$ cat src/rtl/muldiv_unit.sv
// Iterative multiply/divide unit owning the HI/LO registers: shift-add multiply and
// restoring divide over WIDTH cycles, with sign fix-up in a final cycle.
module muldiv_unit #(
   parameter int WIDTH = 32
) (
   input  logic             Clock,
   input  logic             Reset,
   input  logic             Start,
   input  logic [1:0]       Op,
   input  logic [WIDTH-1:0] A,
   input  logic [WIDTH-1:0] B,
   input  logic             WriteHi,
   input  logic             WriteLo,
   input  logic [WIDTH-1:0] WriteData,
   output logic             Busy,
   output logic             Done,
   output logic             DivByZero,
   output logic [WIDTH-1:0] Hi,
   output logic [WIDTH-1:0] Lo
);

   localparam int CNT_W = $clog2(WIDTH);
   localparam logic [CNT_W-1:0] LAST_ITER = CNT_W'(WIDTH - 1);

   typedef enum logic [1:0] {
      IDLE,
      RUN,
      FIX
   } state_t;

   state_t state, state_next;

   logic [CNT_W-1:0] cnt;

   // Operation context captured when Start is accepted
   logic             op_div;
   logic             neg_res;
   logic             neg_rem;
   logic             dbz;
   logic [WIDTH-1:0] a_raw;
   logic [WIDTH-1:0] mcand;

   // Multiply: {hi_acc, lo_acc} is the partial product with the multiplier in lo_acc.
   // Divide: hi_acc is the partial remainder, lo_acc shifts dividend out / quotient in.
   logic [WIDTH-1:0] hi_acc;
   logic [WIDTH-1:0] lo_acc;

   logic             is_signed;
   logic [WIDTH-1:0] a_mag;
   logic [WIDTH-1:0] b_mag;
   logic [WIDTH:0]   mul_sum;
   logic [WIDTH:0]   div_shift;
   logic             div_ge;
   logic [WIDTH-1:0] div_diff;
   logic [2*WIDTH-1:0] prod_fixed;
   logic [WIDTH-1:0] quo_fixed;
   logic [WIDTH-1:0] rem_fixed;

   function automatic logic [2*WIDTH-1:0] fix_product(input logic [2*WIDTH-1:0] p,
                                                       input logic neg);
      return neg ? -p : p;
   endfunction

   function automatic logic [WIDTH-1:0] fix_sign(input logic [WIDTH-1:0] v,
                                                 input logic neg);
      return neg ? -v : v;
   endfunction

   always_comb begin
      state_next = state;
      unique case (state)
         IDLE:    if (Start) state_next = RUN;
         RUN:     if (cnt == LAST_ITER) state_next = FIX;
         FIX:     state_next = IDLE;
         default: state_next = IDLE;
      endcase
   end

   always_comb begin
      is_signed = ~Op[0];
      a_mag     = (is_signed && A[WIDTH-1]) ? -A : A;
      b_mag     = (is_signed && B[WIDTH-1]) ? -B : B;

      mul_sum   = {1'b0, hi_acc} + (lo_acc[0] ? {1'b0, mcand} : '0);

      div_shift = {hi_acc, lo_acc[WIDTH-1]};
      div_ge    = (div_shift >= {1'b0, mcand});
      div_diff  = WIDTH'(div_shift - {1'b0, mcand});

      prod_fixed = fix_product({hi_acc, lo_acc}, neg_res);
      quo_fixed  = fix_sign(lo_acc, neg_res);
      rem_fixed  = fix_sign(hi_acc, neg_rem);
   end

   // Control and architectural registers
   always_ff @(posedge Clock) begin
      if (!Reset) begin
         state     <= IDLE;
         cnt       <= '0;
         Busy      <= 1'b0;
         Done      <= 1'b0;
         DivByZero <= 1'b0;
         Hi        <= '0;
         Lo        <= '0;
      end else begin
         state <= state_next;
         Busy  <= (state_next != IDLE);
         Done  <= (state == FIX);
         unique case (state)
            IDLE: begin
               if (Start) begin
                  cnt       <= '0;
                  DivByZero <= 1'b0;
               end else begin
                  if (WriteHi) Hi <= WriteData;
                  if (WriteLo) Lo <= WriteData;
               end
            end
            RUN: cnt <= cnt + CNT_W'(1);
            FIX: begin
               DivByZero <= dbz;
               if (!op_div) begin
                  Hi <= prod_fixed[2*WIDTH-1:WIDTH];
                  Lo <= prod_fixed[WIDTH-1:0];
               end else if (dbz) begin
                  Hi <= a_raw;
                  Lo <= '1;
               end else begin
                  Hi <= rem_fixed;
                  Lo <= quo_fixed;
               end
            end
            default: ;
         endcase
      end
   end

   // Datapath: operand capture and one iteration per RUN cycle
   always_ff @(posedge Clock) begin
      if (state == IDLE && Start) begin
         op_div  <= Op[1];
         neg_res <= is_signed & (A[WIDTH-1] ^ B[WIDTH-1]);
         neg_rem <= is_signed & A[WIDTH-1];
         dbz     <= Op[1] & (B == '0);
         a_raw   <= A;
         hi_acc  <= '0;
         if (Op[1]) begin
            lo_acc <= a_mag;
            mcand  <= b_mag;
         end else begin
            lo_acc <= b_mag;
            mcand  <= a_mag;
         end
      end else if (state == RUN) begin
         if (!op_div) begin
            hi_acc <= mul_sum[WIDTH:1];
            lo_acc <= {mul_sum[0], lo_acc[WIDTH-1:1]};
         end else if (div_ge) begin
            hi_acc <= div_diff;
            lo_acc <= {lo_acc[WIDTH-2:0], 1'b1};
         end else begin
            hi_acc <= div_shift[WIDTH-1:0];
            lo_acc <= {lo_acc[WIDTH-2:0], 1'b0};
         end
      end
   end

endmodule

$ cat config.mk
export PLATFORM = sky130hd
export DESIGN_NAME = muldiv_unit
export DESIGN_NICKNAME = d
export VERILOG_FILES = /design/src/rtl/muldiv_unit.sv
export SDC_FILE = /design/constraint.sdc
export NUM_CORES = 1
export LEC_CHECK = 0
export CAP_MARGIN = 20
export CORE_MARGIN = 8
export CORE_UTILIZATION = 54
export DETAILED_ROUTE_END_ITERATION = 8
export PLACE_DENSITY = 0.77
export SYNTH_ARGS = -nofsm -noshare
export SYNTH_HDL_FRONTEND = slang
export SYNTH_SLANG_ARGS = --single-unit
$ cat constraint.sdc
create_clock -name Clock -period 8.85 [get_ports Clock]
set_input_delay 0.885 -clock Clock [delete_from_list [all_inputs] [get_ports Clock]]
set_output_delay 0.885 -clock Clock [all_outputs]
set_load 0.05 [all_outputs]
* Yosys cells after proc, flatten, opt, wreduce, memory -nomap -nowiden
Cells that the tools add are included.
Storage, ports and cells: flip-flop bits (word level) 206, input port bits 103, logic and storage cells 80
Operators by class: $add $sub $neg 8, order comparisons 1, eq/ne operators 7, muxes and demuxes 31, bitwise gates (word level) 5, reductions and logical operators 13
Operator list (number):
- $mux 32 | 20
- $neg 32->32 | 4
- $pmux 32 s2 | 2
- $mux 64 | 1
- $neg 64->64 | 1
- $add 32x32->33 | 1
- $ge 33x32->1 | 1
- $logic_not 32->1 | 1
- $sub 32x32->32 | 1
- $pmux 5 s2 | 1
- $ne 2x2->1 const B | 4
- $reduce_bool 2->1 | 4
- $reduce_and 3->1 | 2
- $add 5x1->5 const B | 1
- $eq 5x5->1 const B | 1
- $mux 5 | 1
- $mux 2 | 2
- $pmux 2 s2 | 1
- $reduce_and 2->1 | 2
- $and 1x1->1 | 3
- $logic_and 1x1->1 | 3
- $eq 2x1->1 const B | 1
- $eq 2x2->1 const B | 1
- $logic_not 2->1 | 1
- 4 further kinds | 5

* Logic depth before layout (Yosys ltp)
word-level depth 5, depth in mapped cells 14

* Worst setup path after synthesis
OpenSTA, ideal clock, no wires.
kind input to register, start point input Start, end point register lo_acc[24], data pin, library setup time 0.368 ns, arrival 3.746 ns, path slack 4.735 ns, stages 6, path buffers 2, cell sequence nand2b_1 -> or2_2 -> clkbuf_1 -> inv_2 -> buf_1 -> a21oi_1
On the way: cells in the longest elaborated chain, start to end 2
Ends and longest elaborated chain:
- from (decl) | RTL line 8 | input logic Start,
- $logic_and 1x1->1 | RTL line 140 | if (state == IDLE && Start) begin
- $mux 32 | RTL line 140
- to (signal assigned) | RTL line 148 | lo_acc <= a_mag;
- to (signal assigned) | RTL line 151 | lo_acc <= b_mag;
- to (signal assigned) | RTL line 157 | lo_acc <= {mul_sum[0], lo_acc[WIDTH-1:1]};
- to (decl) | RTL line 46 | logic [WIDTH-1:0] lo_acc;
No other way between the ends. A chain may end at the register's enable or synchronous reset.

* Final worst setup path
start point register lo_acc[0], end point register Hi[10]
On the way: cells in the longest elaborated chain, start to end 4
Ends and longest elaborated chain:
- $neg 64->64 | RTL line 61 | return neg ? -p : p;
- $mux 64 | RTL line 61
- $mux 32 | RTL line 122 | if (!op_div) begin
- $pmux 32 s2 | RTL line 109 | unique case (state)
- to (signal assigned) | RTL line 115 | if (WriteHi) Hi <= WriteData;
- to (signal assigned) | RTL line 123 | Hi <= prod_fixed[2*WIDTH-1:WIDTH];
- to (signal assigned) | RTL line 126 | Hi <= a_raw;
- to (decl) | RTL line 18 | output logic [WIDTH-1:0] Hi,
No other way between the ends.

==> metrics.txt <==
status=completed; I/O pin total=170; largest family of logic cells by synthesized area=compound AO/OA/AOI/OAI gates; CP startpoint kind=register; largest net degree at the start of global routing=89; compound-cell area share of the yosys netlist=26.1%; ANT nets after route=0; Worst Path Required=9260 ps; simple-gate area share of the yosys netlist=17.2%; Lkg Pwr=7.24 nW; mux contribution to synthesized area=6.39%; DR pass1 iterations=6; layout cells sized above 1=5.11%; Distinct cells, synth=77; Clock transition at path regs=60 ps; Final Core Density=63.8%; vias in the first global route=15500; Post-synth ARST share=0%; CP Launch Point=lo_acc[0]; GP Congestion=1.01; Worst Hold Slack=451 ps; Max Cap Viol=0; core area=29600 sq um; post-route setup TNS=0 ps; Die Span Y=189 um; Rows=63; CP Data Arrival Time=4760 ps; Root Driver=clkbuf_16; Slew Viols, Final=0; later-pin clock latency in the skew report=550 ps; H-tree levels=1; endpoints failing hold=0; total power=4.00 mW; post-DP HPWL=48500 um; deepest clock path buffer count=3; All-Layer GR Usage=33.7%; nets@finish=2270; Setup Buffers After CTS=0; commonest cells after routing, fill and taps aside=a21oi_1 (232), nand2_1 (181), nor2_1 (177); die area=35800 sq um; Layout area overhead=16.5%; Sink Count=206; final period utilization=49.1%; PwrDens=212 nW/um^2; final setup margin=4500 ps; Yosys warning total=0; flops & latches, synth=206; hold wc startpoint=Lo[13]; Synth Instances=2003; PostCTS Resize Cnt=0; Rel. slew slack=31.1%; Crit Path Class=reg2reg; FF-to-FF Start=lo_acc[0]; CP Capture Type=register; sequential-to-total area share from yosys stat=31.7%; Hold Crit Class=reg2reg; fmax=0.230 GHz; post-synth net total=2178; crit-path max FO=32; port bufs=169; number of diodes=0; number of vias in the routed layout=16700; slew at the pin closest to its max-slew limit=1030 ps; Initial Util=54.8%; initial drt markers=2263; worst vdd ir=0.000191 V; Total Wirelength=63100 um; final setup vio count=0; most common cell after layout, fill and taps aside=a21oi_1; Mean Syn Cell Area=8.08 sq um; TritonCTS clock tree=done; Via density=6.66; Synth Area in XOR/XNOR=8.60%; post-place setup slack=4620 ps; Multi-input gate area=10400 sq um; DIE WIDTH=189 um; total grt overflow=0; post-route DRC violation count=0; DR WL/cell=25.2 um; Post-synth EDFFs=100; Worst Skew=18.6 ps; register area=5120 sq um; antenna violations before repair=1; mapped cell area=16200 sq um; Num CTS Buffers=23; Tmin final=4350 ps; cts hold-fix bufs=0; Post-synth top flop=dfxtp_1; first-pass GRT wire length=94600 um; RSZ-0062 raised after global routing=no; adder-cell area share of the yosys netlist=5.66%; fillers=2629
==> cells in the mapped netlist (all sizes together), types with 5 or more instances <==
cell type | number | share of area, %
a211oi | 21 | 0.97
and2 | 12 | 0.46
or3 | 12 | 0.49
nand2 | 181 | 4.2
dfxtp | 106 | 13
nor2b | 12 | 0.46
o31ai | 20 | 0.93
o211ai | 20 | 0.93
a31o | 7 | 0.38
buf | 15 | 0.41
mux2i | 91 | 5.6
a221o | 5 | 0.31
and4 | 5 | 0.27
nor2 | 178 | 4.1
xnor2 | 100 | 5.4
nand3 | 33 | 1.0
clkbuf | 113 | 2.6
o41ai | 10 | 0.54
mux2 | 11 | 0.77
or4 | 16 | 0.79
a22oi | 23 | 1.1
xor2 | 59 | 3.2
o221ai | 39 | 2.1
o31a | 6 | 0.32
o21a | 8 | 0.37
a21o | 32 | 1.5
o22ai | 17 | 0.66
nor3 | 36 | 1.1
or2 | 14 | 0.54
o2111ai | 5 | 0.27
a31oi | 22 | 0.85
nand2b | 21 | 0.81
ha | 70 | 5.4
nand4 | 16 | 0.62
a21oi | 232 | 7.2
inv | 57 | 1.3
a221oi | 7 | 0.38
nor4 | 17 | 0.70
edfxtp | 100 | 19
and3 | 28 | 1.1
o21ai | 182 | 5.6
==> layer usage <==
layer,wire (um),up-vias,track usage [%]
li1,-,7606,-
met1,26100,7934,46.0
met4,3460,0,16.6
met3,6520,160,6.40
met2,27100,954,50.3
met5,0,-,0
==> kinds of logic after synthesis <==
| logic type | after synthesis |
|---|---|
| compound gates | 687 |
| fa+ha+maj | 72 |
| xor+xnor | 159 |
| simple gates | 591 |
| buf+inv | 186 |
| flops | 206 |
| mux | 102 |
==> flip-flops by register name, indices dropped and copies added (netlist names) <==
name,count
Hi,32
Lo,32
a_raw,32
hi_acc,32
lo_acc,32
mcand,32
cnt,5
state,2
Busy,1
DivByZero,1
Done,1
dbz,1
neg_rem,1
neg_res,1
op_div,1
==> report_power, final <==
part	internal, mW	leakage (nW)	switching (mW)
Clock	0.570	0.387	0.416
Sequential	1.12	1.84	0.230
Combinational	0.652	5.02	1.01
Total	2.34	7.24	1.66
==> final timing paths <==
| path | cells past startpoint | to | slack (ps) |
|---|---|---|---|
| hold reg to reg | 2 | Lo[13] | 450 |
| setup reg to reg | 12 | Hi[10] | 4500 |
| hold / removal | 2 | Lo[13] | 450 |
| setup / recovery | 12 | Hi[10] | 4500 |
==> area by class of cell <==
cell class                      count  share of cell area, %
Timing Repair Buffer              195                   9.99
Multi-Input combinational cell   1611                   55.0
Clock inverter                     14                  0.696
Clock buffer                       28                   3.36
Tap cell                          390                   2.59
Inverter                           58                   1.16
Sequential cell                   206                   27.2
==> through the flow <==
step | cell area, sq um | std cells
floorplan | 16200 | 2003
global placement | 18100 | 2459
finish | 18900 | 2502
global route | 18900 | 2502
CTS | 18900 | 2501
detailed placement | 18100 | 2459
==> worst max-delay path, stage by stage (launching register included) <==
cell and delay (ps):
edfxtp_1 440, inv_1 80, buf_4 340, ha_1 260, or4b_2 620, nor4_1 660, nand4_1 770, nor2_1 340
nor2_1 70, a211oi_1 230, a21oi_1 70, a211oi_1 230, o21ai_0 100
Power figures use the tool's default switching activity.
